File: src/rtl/cache_refill_unit_if.sv
`default_nettype none
// +----------------------------------------------------------------------------+
// | cache_refill_unit_if : cache-side and memory-side handshake bundle          |
// | Rev 1.0                                                                     |
// +----------------------------------------------------------------------------+
interface cache_refill_unit_if #(
  parameter int ADDR_WIDTH  = 16,
  parameter int DATA_WIDTH  = 32,
  parameter int TAG_WIDTH   = 8,
  parameter int INDEX_WIDTH = 4
);
  logic                   miss_req;
  logic [ADDR_WIDTH-1:0]  miss_addr;
  logic                   miss_ready;
  logic                   fill_valid;
  logic [INDEX_WIDTH-1:0] fill_index;
  logic [TAG_WIDTH-1:0]   fill_tag;
  logic [DATA_WIDTH-1:0]  fill_data;
  logic                   wr_req;
  logic [ADDR_WIDTH-1:0]  wr_addr;
  logic [DATA_WIDTH-1:0]  wr_data;
  logic                   wr_ready;
  logic                   mem_req;
  logic                   mem_we;
  logic [ADDR_WIDTH-1:0]  mem_addr;
  logic [DATA_WIDTH-1:0]  mem_wdata;
  logic                   mem_ack;
  logic [DATA_WIDTH-1:0]  mem_rdata;
  logic                   busy;

  // master = cache + memory environment, slave = the refill unit
  modport master (
    output miss_req, miss_addr, wr_req, wr_addr, wr_data, mem_ack, mem_rdata,
    input  miss_ready, fill_valid, fill_index, fill_tag, fill_data, wr_ready,
           mem_req, mem_we, mem_addr, mem_wdata, busy
  );

  modport slave (
    input  miss_req, miss_addr, wr_req, wr_addr, wr_data, mem_ack, mem_rdata,
    output miss_ready, fill_valid, fill_index, fill_tag, fill_data, wr_ready,
           mem_req, mem_we, mem_addr, mem_wdata, busy
  );
endinterface
`default_nettype wire

File: src/rtl/cache_refill_unit.sv
`default_nettype none
// +----------------------------------------------------------------------------+
// | cache_refill_unit : miss refill engine with write-through FIFO buffer       |
// | Optional CACHE_RAW_FWD_EN: forward buffered store data to a matching miss.  |
// | Rev 1.0                                                                     |
// +----------------------------------------------------------------------------+
module cache_refill_unit #(
  parameter int ADDR_WIDTH  = 16,
  parameter int DATA_WIDTH  = 32,
  parameter int TAG_WIDTH   = 8,
  parameter int INDEX_WIDTH = 4,
  parameter int WBUF_DEPTH  = 4
) (
  input  logic              clk,
  input  logic              reset,
  cache_refill_unit_if.slave bus
);
  localparam int PTR_W = $clog2(WBUF_DEPTH);
  localparam int CNT_W = PTR_W + 1;
  localparam logic [CNT_W-1:0] C_FULL = CNT_W'(WBUF_DEPTH);

  typedef enum logic [2:0] {
    IDLE  = 3'd0,
    CHECK = 3'd1,
    DRAIN = 3'd2,
    READ  = 3'd3,
    FILL  = 3'd4,
    WRITE = 3'd5
  } state_e;

  state_e                  state_q, state_d;
  logic [ADDR_WIDTH-1:0]   miss_addr_q, miss_addr_d;
  logic [DATA_WIDTH-1:0]   fill_data_q, fill_data_d;
  logic                    mem_req_q, mem_req_d;
  logic                    mem_we_q, mem_we_d;
  logic [ADDR_WIDTH-1:0]   mem_addr_q, mem_addr_d;
  logic [DATA_WIDTH-1:0]   mem_wdata_q, mem_wdata_d;
  logic [PTR_W-1:0]        head_q, head_d;
  logic [PTR_W-1:0]        tail_q, tail_d;
  logic [CNT_W-1:0]        count_q, count_d;
  logic [ADDR_WIDTH-1:0]   buf_addr_q [WBUF_DEPTH];
  logic [ADDR_WIDTH-1:0]   buf_addr_d [WBUF_DEPTH];
  logic [DATA_WIDTH-1:0]   buf_data_q [WBUF_DEPTH];
  logic [DATA_WIDTH-1:0]   buf_data_d [WBUF_DEPTH];

  logic w_full, w_empty, w_accept, w_push, w_ack, w_pop;

  assign w_full   = (count_q == C_FULL);
  assign w_empty  = (count_q == '0);
  assign w_accept = bus.miss_req && (state_q == IDLE);
  assign w_push   = bus.wr_req && bus.wr_ready;
  // An ack is only meaningful while a request is outstanding.
  assign w_ack    = bus.mem_ack && mem_req_q;

`ifdef CACHE_RAW_FWD_EN
  logic                  w_fwd_hit;
  logic [DATA_WIDTH-1:0] w_fwd_data;
  logic [PTR_W-1:0]      w_idx;

  // Walk oldest-to-youngest so the last match is the youngest store.
  always_comb begin
    w_fwd_hit  = 1'b0;
    w_fwd_data = '0;
    w_idx      = '0;
    for (int i = 0; i < WBUF_DEPTH; i++) begin
      w_idx = head_q + PTR_W'(i);
      if ((CNT_W'(i) < count_q) && (buf_addr_q[w_idx] == miss_addr_q)) begin
        w_fwd_hit  = 1'b1;
        w_fwd_data = buf_data_q[w_idx];
      end
    end
  end
`endif

  always_comb begin
    state_d     = state_q;
    miss_addr_d = miss_addr_q;
    fill_data_d = fill_data_q;
    mem_req_d   = mem_req_q;
    mem_we_d    = mem_we_q;
    mem_addr_d  = mem_addr_q;
    mem_wdata_d = mem_wdata_q;
    head_d      = head_q;
    tail_d      = tail_q;
    buf_addr_d  = buf_addr_q;
    buf_data_d  = buf_data_q;
    w_pop       = 1'b0;

    case (state_q)
      IDLE: begin
        if (w_accept) begin
          miss_addr_d = bus.miss_addr;
          state_d     = CHECK;
        end else if (!w_empty) begin
          mem_req_d   = 1'b1;
          mem_we_d    = 1'b1;
          mem_addr_d  = buf_addr_q[head_q];
          mem_wdata_d = buf_data_q[head_q];
          state_d     = WRITE;
        end
      end
      WRITE: begin
        if (w_ack) begin
          w_pop     = 1'b1;
          mem_req_d = 1'b0;
          state_d   = IDLE;
        end
      end
      CHECK: begin
`ifdef CACHE_RAW_FWD_EN
        if (w_fwd_hit) begin
          fill_data_d = w_fwd_data;
          state_d     = FILL;
        end else begin
          mem_req_d  = 1'b1;
          mem_we_d   = 1'b0;
          mem_addr_d = miss_addr_q;
          state_d    = READ;
        end
`else
        if (w_empty) begin
          mem_req_d  = 1'b1;
          mem_we_d   = 1'b0;
          mem_addr_d = miss_addr_q;
          state_d    = READ;
        end else begin
          mem_req_d   = 1'b1;
          mem_we_d    = 1'b1;
          mem_addr_d  = buf_addr_q[head_q];
          mem_wdata_d = buf_data_q[head_q];
          state_d     = DRAIN;
        end
`endif
      end
      DRAIN: begin
        // Each drain write is followed by a one-cycle request gap.
        if (mem_req_q) begin
          if (w_ack) begin
            w_pop     = 1'b1;
            mem_req_d = 1'b0;
            if (count_q == CNT_W'(1)) state_d = READ;
          end
        end else begin
          mem_req_d   = 1'b1;
          mem_we_d    = 1'b1;
          mem_addr_d  = buf_addr_q[head_q];
          mem_wdata_d = buf_data_q[head_q];
        end
      end
      READ: begin
        if (!mem_req_q) begin
          mem_req_d  = 1'b1;
          mem_we_d   = 1'b0;
          mem_addr_d = miss_addr_q;
        end else if (w_ack) begin
          fill_data_d = bus.mem_rdata;
          mem_req_d   = 1'b0;
          state_d     = FILL;
        end
      end
      FILL:    state_d = IDLE;
      default: state_d = IDLE;
    endcase

    if (w_push) begin
      buf_addr_d[tail_q] = bus.wr_addr;
      buf_data_d[tail_q] = bus.wr_data;
      tail_d             = tail_q + PTR_W'(1);
    end
    if (w_pop) head_d = head_q + PTR_W'(1);
    count_d = count_q + CNT_W'(w_push) - CNT_W'(w_pop);
  end

  always_ff @(posedge clk) begin
    if (!reset) begin
      state_q     <= IDLE;
      miss_addr_q <= '0;
      fill_data_q <= '0;
      mem_req_q   <= 1'b0;
      mem_we_q    <= 1'b0;
      mem_addr_q  <= '0;
      mem_wdata_q <= '0;
      head_q      <= '0;
      tail_q      <= '0;
      count_q     <= '0;
    end else begin
      state_q     <= state_d;
      miss_addr_q <= miss_addr_d;
      fill_data_q <= fill_data_d;
      mem_req_q   <= mem_req_d;
      mem_we_q    <= mem_we_d;
      mem_addr_q  <= mem_addr_d;
      mem_wdata_q <= mem_wdata_d;
      head_q      <= head_d;
      tail_q      <= tail_d;
      count_q     <= count_d;
    end
  end

  always_ff @(posedge clk) begin
    buf_addr_q <= buf_addr_d;
    buf_data_q <= buf_data_d;
  end

  assign bus.miss_ready = (state_q == IDLE);
  assign bus.wr_ready   = !w_full && ((state_q == IDLE) || (state_q == WRITE));
  assign bus.fill_valid = (state_q == FILL);
  assign bus.fill_index = miss_addr_q[INDEX_WIDTH-1:0];
  assign bus.fill_tag   = miss_addr_q[ADDR_WIDTH-1 -: TAG_WIDTH];
  assign bus.fill_data  = fill_data_q;
  assign bus.mem_req    = mem_req_q;
  assign bus.mem_we     = mem_we_q;
  assign bus.mem_addr   = mem_addr_q;
  assign bus.mem_wdata  = mem_wdata_q;
  assign bus.busy       = (state_q != IDLE) || !w_empty;
endmodule
`default_nettype wire

File: src/flat_wrapper.sv
// flat-port wrapper written by rule: the top's interface ports become plain ports
module cache_refill_unit_flat 
#(
  parameter int ADDR_WIDTH  = 16,
  parameter int DATA_WIDTH  = 32,
  parameter int TAG_WIDTH   = 8,
  parameter int INDEX_WIDTH = 4,
  parameter int WBUF_DEPTH  = 4
)
  (clk, reset, bus_miss_req, bus_miss_addr, bus_wr_req, bus_wr_addr, bus_wr_data, bus_mem_ack, bus_mem_rdata, bus_miss_ready, bus_fill_valid, bus_fill_index, bus_fill_tag, bus_fill_data, bus_wr_ready, bus_mem_req, bus_mem_we, bus_mem_addr, bus_mem_wdata, bus_busy);
  cache_refill_unit_if #(.ADDR_WIDTH(ADDR_WIDTH), .DATA_WIDTH(DATA_WIDTH), .TAG_WIDTH(TAG_WIDTH), .INDEX_WIDTH(INDEX_WIDTH)) bus_i ();
  input  logic clk;
  input  logic reset;
  input wire logic [$bits(bus_i.miss_req)-1:0] bus_miss_req;
  input wire logic [$bits(bus_i.miss_addr)-1:0] bus_miss_addr;
  input wire logic [$bits(bus_i.wr_req)-1:0] bus_wr_req;
  input wire logic [$bits(bus_i.wr_addr)-1:0] bus_wr_addr;
  input wire logic [$bits(bus_i.wr_data)-1:0] bus_wr_data;
  input wire logic [$bits(bus_i.mem_ack)-1:0] bus_mem_ack;
  input wire logic [$bits(bus_i.mem_rdata)-1:0] bus_mem_rdata;
  output wire logic [$bits(bus_i.miss_ready)-1:0] bus_miss_ready;
  output wire logic [$bits(bus_i.fill_valid)-1:0] bus_fill_valid;
  output wire logic [$bits(bus_i.fill_index)-1:0] bus_fill_index;
  output wire logic [$bits(bus_i.fill_tag)-1:0] bus_fill_tag;
  output wire logic [$bits(bus_i.fill_data)-1:0] bus_fill_data;
  output wire logic [$bits(bus_i.wr_ready)-1:0] bus_wr_ready;
  output wire logic [$bits(bus_i.mem_req)-1:0] bus_mem_req;
  output wire logic [$bits(bus_i.mem_we)-1:0] bus_mem_we;
  output wire logic [$bits(bus_i.mem_addr)-1:0] bus_mem_addr;
  output wire logic [$bits(bus_i.mem_wdata)-1:0] bus_mem_wdata;
  output wire logic [$bits(bus_i.busy)-1:0] bus_busy;
  assign bus_i.miss_req = bus_miss_req;
  assign bus_i.miss_addr = bus_miss_addr;
  assign bus_i.wr_req = bus_wr_req;
  assign bus_i.wr_addr = bus_wr_addr;
  assign bus_i.wr_data = bus_wr_data;
  assign bus_i.mem_ack = bus_mem_ack;
  assign bus_i.mem_rdata = bus_mem_rdata;
  assign bus_miss_ready = bus_i.miss_ready;
  assign bus_fill_valid = bus_i.fill_valid;
  assign bus_fill_index = bus_i.fill_index;
  assign bus_fill_tag = bus_i.fill_tag;
  assign bus_fill_data = bus_i.fill_data;
  assign bus_wr_ready = bus_i.wr_ready;
  assign bus_mem_req = bus_i.mem_req;
  assign bus_mem_we = bus_i.mem_we;
  assign bus_mem_addr = bus_i.mem_addr;
  assign bus_mem_wdata = bus_i.mem_wdata;
  assign bus_busy = bus_i.busy;
  cache_refill_unit #(.ADDR_WIDTH(ADDR_WIDTH), .DATA_WIDTH(DATA_WIDTH), .TAG_WIDTH(TAG_WIDTH), .INDEX_WIDTH(INDEX_WIDTH), .WBUF_DEPTH(WBUF_DEPTH)) u_core (.clk(clk), .reset(reset), .bus(bus_i));
endmodule
File: config.mk
export PLATFORM = sky130hd
export DESIGN_NAME = cache_refill_unit_flat
export DESIGN_NICKNAME = d
export VERILOG_FILES = /design/src/rtl/cache_refill_unit_if.sv /design/src/rtl/cache_refill_unit.sv /design/src/flat_wrapper.sv
export SDC_FILE = /design/constraint.sdc
export NUM_CORES = 1
export LEC_CHECK = 0
export ABC_CLOCK_PERIOD_IN_PS = 2800
export CORE_MARGIN = 2
export CORE_UTILIZATION = 29
export CTS_CLUSTER_DIAMETER = 100
export DETAILED_ROUTE_END_ITERATION = 16
export SLEW_MARGIN = 40
export SYNTH_ARGS = -nofsm -noshare
export SYNTH_HDL_FRONTEND = slang
export SYNTH_SLANG_ARGS = --single-unit
export TNS_END_PERCENT = 20
File: constraint.sdc
create_clock -name clk -period 2.8 [get_ports clk]
set_clock_uncertainty 0.1 [all_clocks]
set_input_delay 0.28 -clock clk [delete_from_list [all_inputs] [get_ports clk]]
set_output_delay 0.28 -clock clk [all_outputs]
set_load 0.02 [all_outputs]
==> results <==
- The flow ran to the end, and the final reports show no timing, DRC or antenna violations.
- The detailed-placement wirelength estimate is 17700 um.
- The clock edge transition at the registers on the reported setup and hold paths is 60 ps.
- The cell area after technology mapping is 0.0113 mm^2.
- During synthesis, Yosys emitted a total of 0 warnings.
- Max-cap violations in this run came to 0.
- The largest buffer count on any clock path is 3.
- The H-tree was split into 2 levels.
- The detailed-route wire length per cell is 17.8 um.
- The startpoint identified for the worst hold timing path is bus_miss_addr[10].
- The number of cells after detailed placement is 1453.
- Global routing used 13.3% of the available tracks.
- The class of the tightest hold or removal check is in -> reg.
- The number of global-route vias before repair is 7230.
- The boundary pin count is 199.
- Static timing analysis puts the maximum clock frequency at 396 MHz.
- The antenna violation net count after detailed routing is 0.
- In the routed layout, each cell is associated on average with a via count of 4.55.
- After routing, the total negative slack on setup checks comes to 0 ps.
- Buffers inserted during clock tree synthesis total 35.
- The total number of vias is 6906.
- Setup violations remaining at the end of the flow were counted as 0.
- TritonCTS built the clock tree.
- The die is 202 um wide.
- Synthesis produced 772 cells.
- The floorplan has 72 rows.
- The clock latency at the later pin of the worst-skew pair is 520 ps.
- The total area of multi-input combinational cells is 0.00306 mm^2.
- The final hold violation count is 0.
- The die is 202 um tall.
- The area of the core is 0.0386 mm^2.
- The sequential element share of the synthesized area is 70.0%.
- The total overflow left after global routing is 0.
- The worst voltage drop across the vdd grid is 538 uV.
- The number of antenna violations at the first check in global routing came to 3.
- The launching element of the worst setup path is u_core.state_q[1].
- The initial core utilization is 29.4%.
- Setup repair after global routing left no endpoint under its margin.
- The final critical path time including I/O delays and setup is 2530 ps.
- The final critical-path share of the clock period is 90.2%.
- Fill cells in the final layout number 3673.
- The path type of the worst setup path is reg -> out.
- The post-layout net count is 1080.
- At the pin with the least slew margin, the transition time is 653 ps.
- Across all hold checks on the routed design, the worst slack comes to 214 ps.
- Of all nets on the critical path, the largest fanout is 10.
- The completed layout was analyzed and its total power is 15000 uW.
- Routability-driven placement finished with a final weighted congestion of 0.830.
- The max-slew headroom at the worst pin is 56.5%.
- The die covers 0.0406 mm^2.
- Summed over all cells, the static leakage comes to 0.00517 uW.
- The ratio of total power to cell area is 986 mW/mm^2.
- The first routing iteration left 342 violations.
- Synthesis inferred 300 register bits.
- In this run the cell area measured after placement is 0.0140 mm^2.
- Counting every net in the synthesized netlist gives 880.
- The repair_antennas step left the layout with diodes totalling 0.
- STA classifies the critical path startpoint as a flop.
- The detailed-router iteration count before antenna repair is 4.
- In this run, post-CTS hold repair placed 0 buffers.
- The number of clock sinks is 300.
- The number of buffers inserted by port buffering is 198.
- After detailed routing, the number of remaining DRC violations is 0.
- The average footprint of a synthesized cell is 14.7 um^2.
- The area used by sequential logic in the layout is 0.00794 mm^2.
- The first global-routing pass estimated 42000 um of wire.
- STA classifies the critical path endpoint as an output pin.
- The worst flop-to-flop path startpoint is u_core.state_q[2].
- The number of distinct standard cells referenced by the synthesized netlist is 44.
- The data required time of the critical path is 2420 ps.
- The arrival time at the worst endpoint is 2150 ps.
- The post-layout instance count excluding filler cells is 1517.
- The number of slew-limit violations in the final report is 0.
- After detailed routing, the total wire length is 27000 um.
- The maximum number of pins on one net before global-route repair is 57.
- Once layout is done, the placed cells without fillers occupy 0.0152 mm^2.
- The cell at the root of the clock tree is clkbuf_16.
- The ratio of cells with drive above 1 in the final layout is 14.9%.
- From synthesis to final layout, the design area changed by 34.1%.
==> routing by layer <==
layer	up-vias	share of wire [%]	GRT usage (%)	wire [um]
li1	3238	-	-	-
met1	3411	44	16.7	11800
met2	201	47	22.2	12800
met3	50	6.0	3.60	1620
met4	6	2.6	4.20	701
met5	-	0.15	0	40
==> layout by cell type (no fill, tap or decap), types with 2 or more instances in the layout <==
cell,Yosys,final
clkdlybuf4s50_1,0,198
edfxtp_1,192,192
nand2_1,133,133
dfxtp_1,108,104
a21oi_1,69,69
mux4_2,48,48
nor2_1,38,38
clkbuf_16,0,37
mux2i_1,32,32
buf_4,16,17
a311oi_1,16,16
inv_1,11,10
clkinv_2,0,8
buf_12,0,8
nor3_1,7,7
and2_1,10,6
ha_1,6,6
o21ai_0,5,5
bufinv_16,0,5
xnor2_1,4,4
and2_2,0,4
inv_6,0,3
clkinvlp_4,0,3
clkbuf_1,31,3
dfxtp_2,0,3
nand3_1,2,2
nor4_1,2,2
nor3b_1,2,2
and3_1,2,2
inv_4,0,2
nand2b_1,2,2
o21a_1,2,2
clkbuf_8,0,2
==> worst max-delay path, stage by stage, from the launching register on <==
cell and delay (ps):
dfxtp_1 330, buf_4 170, nor3_1 400, nand2_1 160
clkdlybuf4s50_1 590
==> state kept, by name (all words and copies together), names as in the netlist, 3 cells and up <==
register / count
u_core.buf_addr_q: 64
u_core.buf_data_q: 128
u_core.bus.fill_data: 32
u_core.bus.mem_addr: 16
u_core.bus.mem_wdata: 32
u_core.count_q: 3
u_core.miss_addr_q: 16
u_core.state_q: 3
==> where the power goes <==
group	switching, uW	total (uW)	internal [uW]
clock network	1830	4780	2950
registers	387	5960	5570
logic	2330	4230	1890
total	4550	15000	10400
==> cell type report <==
class | count | share of cell area, %
flip-flops and latches | 300 | 52.3
multi-input cells | 401 | 20.1
repair buffers | 223 | 14.9
clock buffers | 42 | 6.35
well taps | 518 | 4.27
clock inverters | 22 | 1.75
inverters | 11 | 0.288
==> logic make-up (layout without fill, tap and decap cells) <==
logic type                 Yosys count  count (layout)  share of synthesized area [%]
DFF                                300             300                           70.0
and+or+nand+nor                    206             206                           7.67
AOI/OAI and AO/OA                  103             103                           5.70
muxes                               80              80                           12.4
buffers and inverters               71             298                           3.03
adders and majority gates            7               7                          0.840
xor gates and xnor gates             5               5                          0.387
==> path summary, 6_finish.rpt <==
kind	end	slack, ps	depth (start not counted)
max	bus_busy	270	4
min	u_core.miss_addr_q[10]	210	3
max reg2reg	u_core.count_q[2]	320	10
min reg2reg	u_core.bus.fill_data[10]	350	2
==> metrics by stage <==
step,setup WS [ps],utilization (%)
final,273,39.4
after global routing,81.9,39.4
after CTS,155,39.4
after detailed placement,164,36.2
after global placement,144,36.2
after floorplan,-120,-
==> repair_timing <==
action | in CTS | in global routing
resized for setup | 0 | 2
setup endpoints to repair | 0 | 2
hold endpoints to repair | 0 | 0
setup buffers | 0 | 0
==> cell usage after synthesis, drive strengths merged <==
library cell  instances  area share, %
mux4                 48            9.5
and3b                 1          0.077
a21boi                1          0.066
a211oi                1          0.066
or2                   1          0.077
edfxtp              192             51
clkbuf               31            1.0
ha                    6           0.66
a21oi                69            3.0
nand3b                1          0.066
and3                  2           0.11
or3                   1          0.055
nor2                 38            1.3
a41o                  1          0.088
mux2i                32            2.8
nor4                  2           0.11
a311oi               16            1.2
nand3                 2          0.088
o31ai                 1          0.066
and2b                 1          0.066
and2                 10           0.55
xnor2                 4           0.31
a2111oi               1           0.24
nand2b                2           0.11
xor2                  1          0.077
o21a                  2           0.13
nor4b                 1          0.077
inv                  11           0.36
o21ai                 7           0.34
o211ai                1          0.066
buf                  29            1.6
nor3b                 2           0.13
o21bai                1          0.066
or3b                  1          0.077
a21bo                 1          0.088
nand2               133            4.4
nor3                  8           0.40
a31oi                 1           0.19
dfxtp               108             19
fa                    1           0.18
Power figures use the tool's default switching activity.
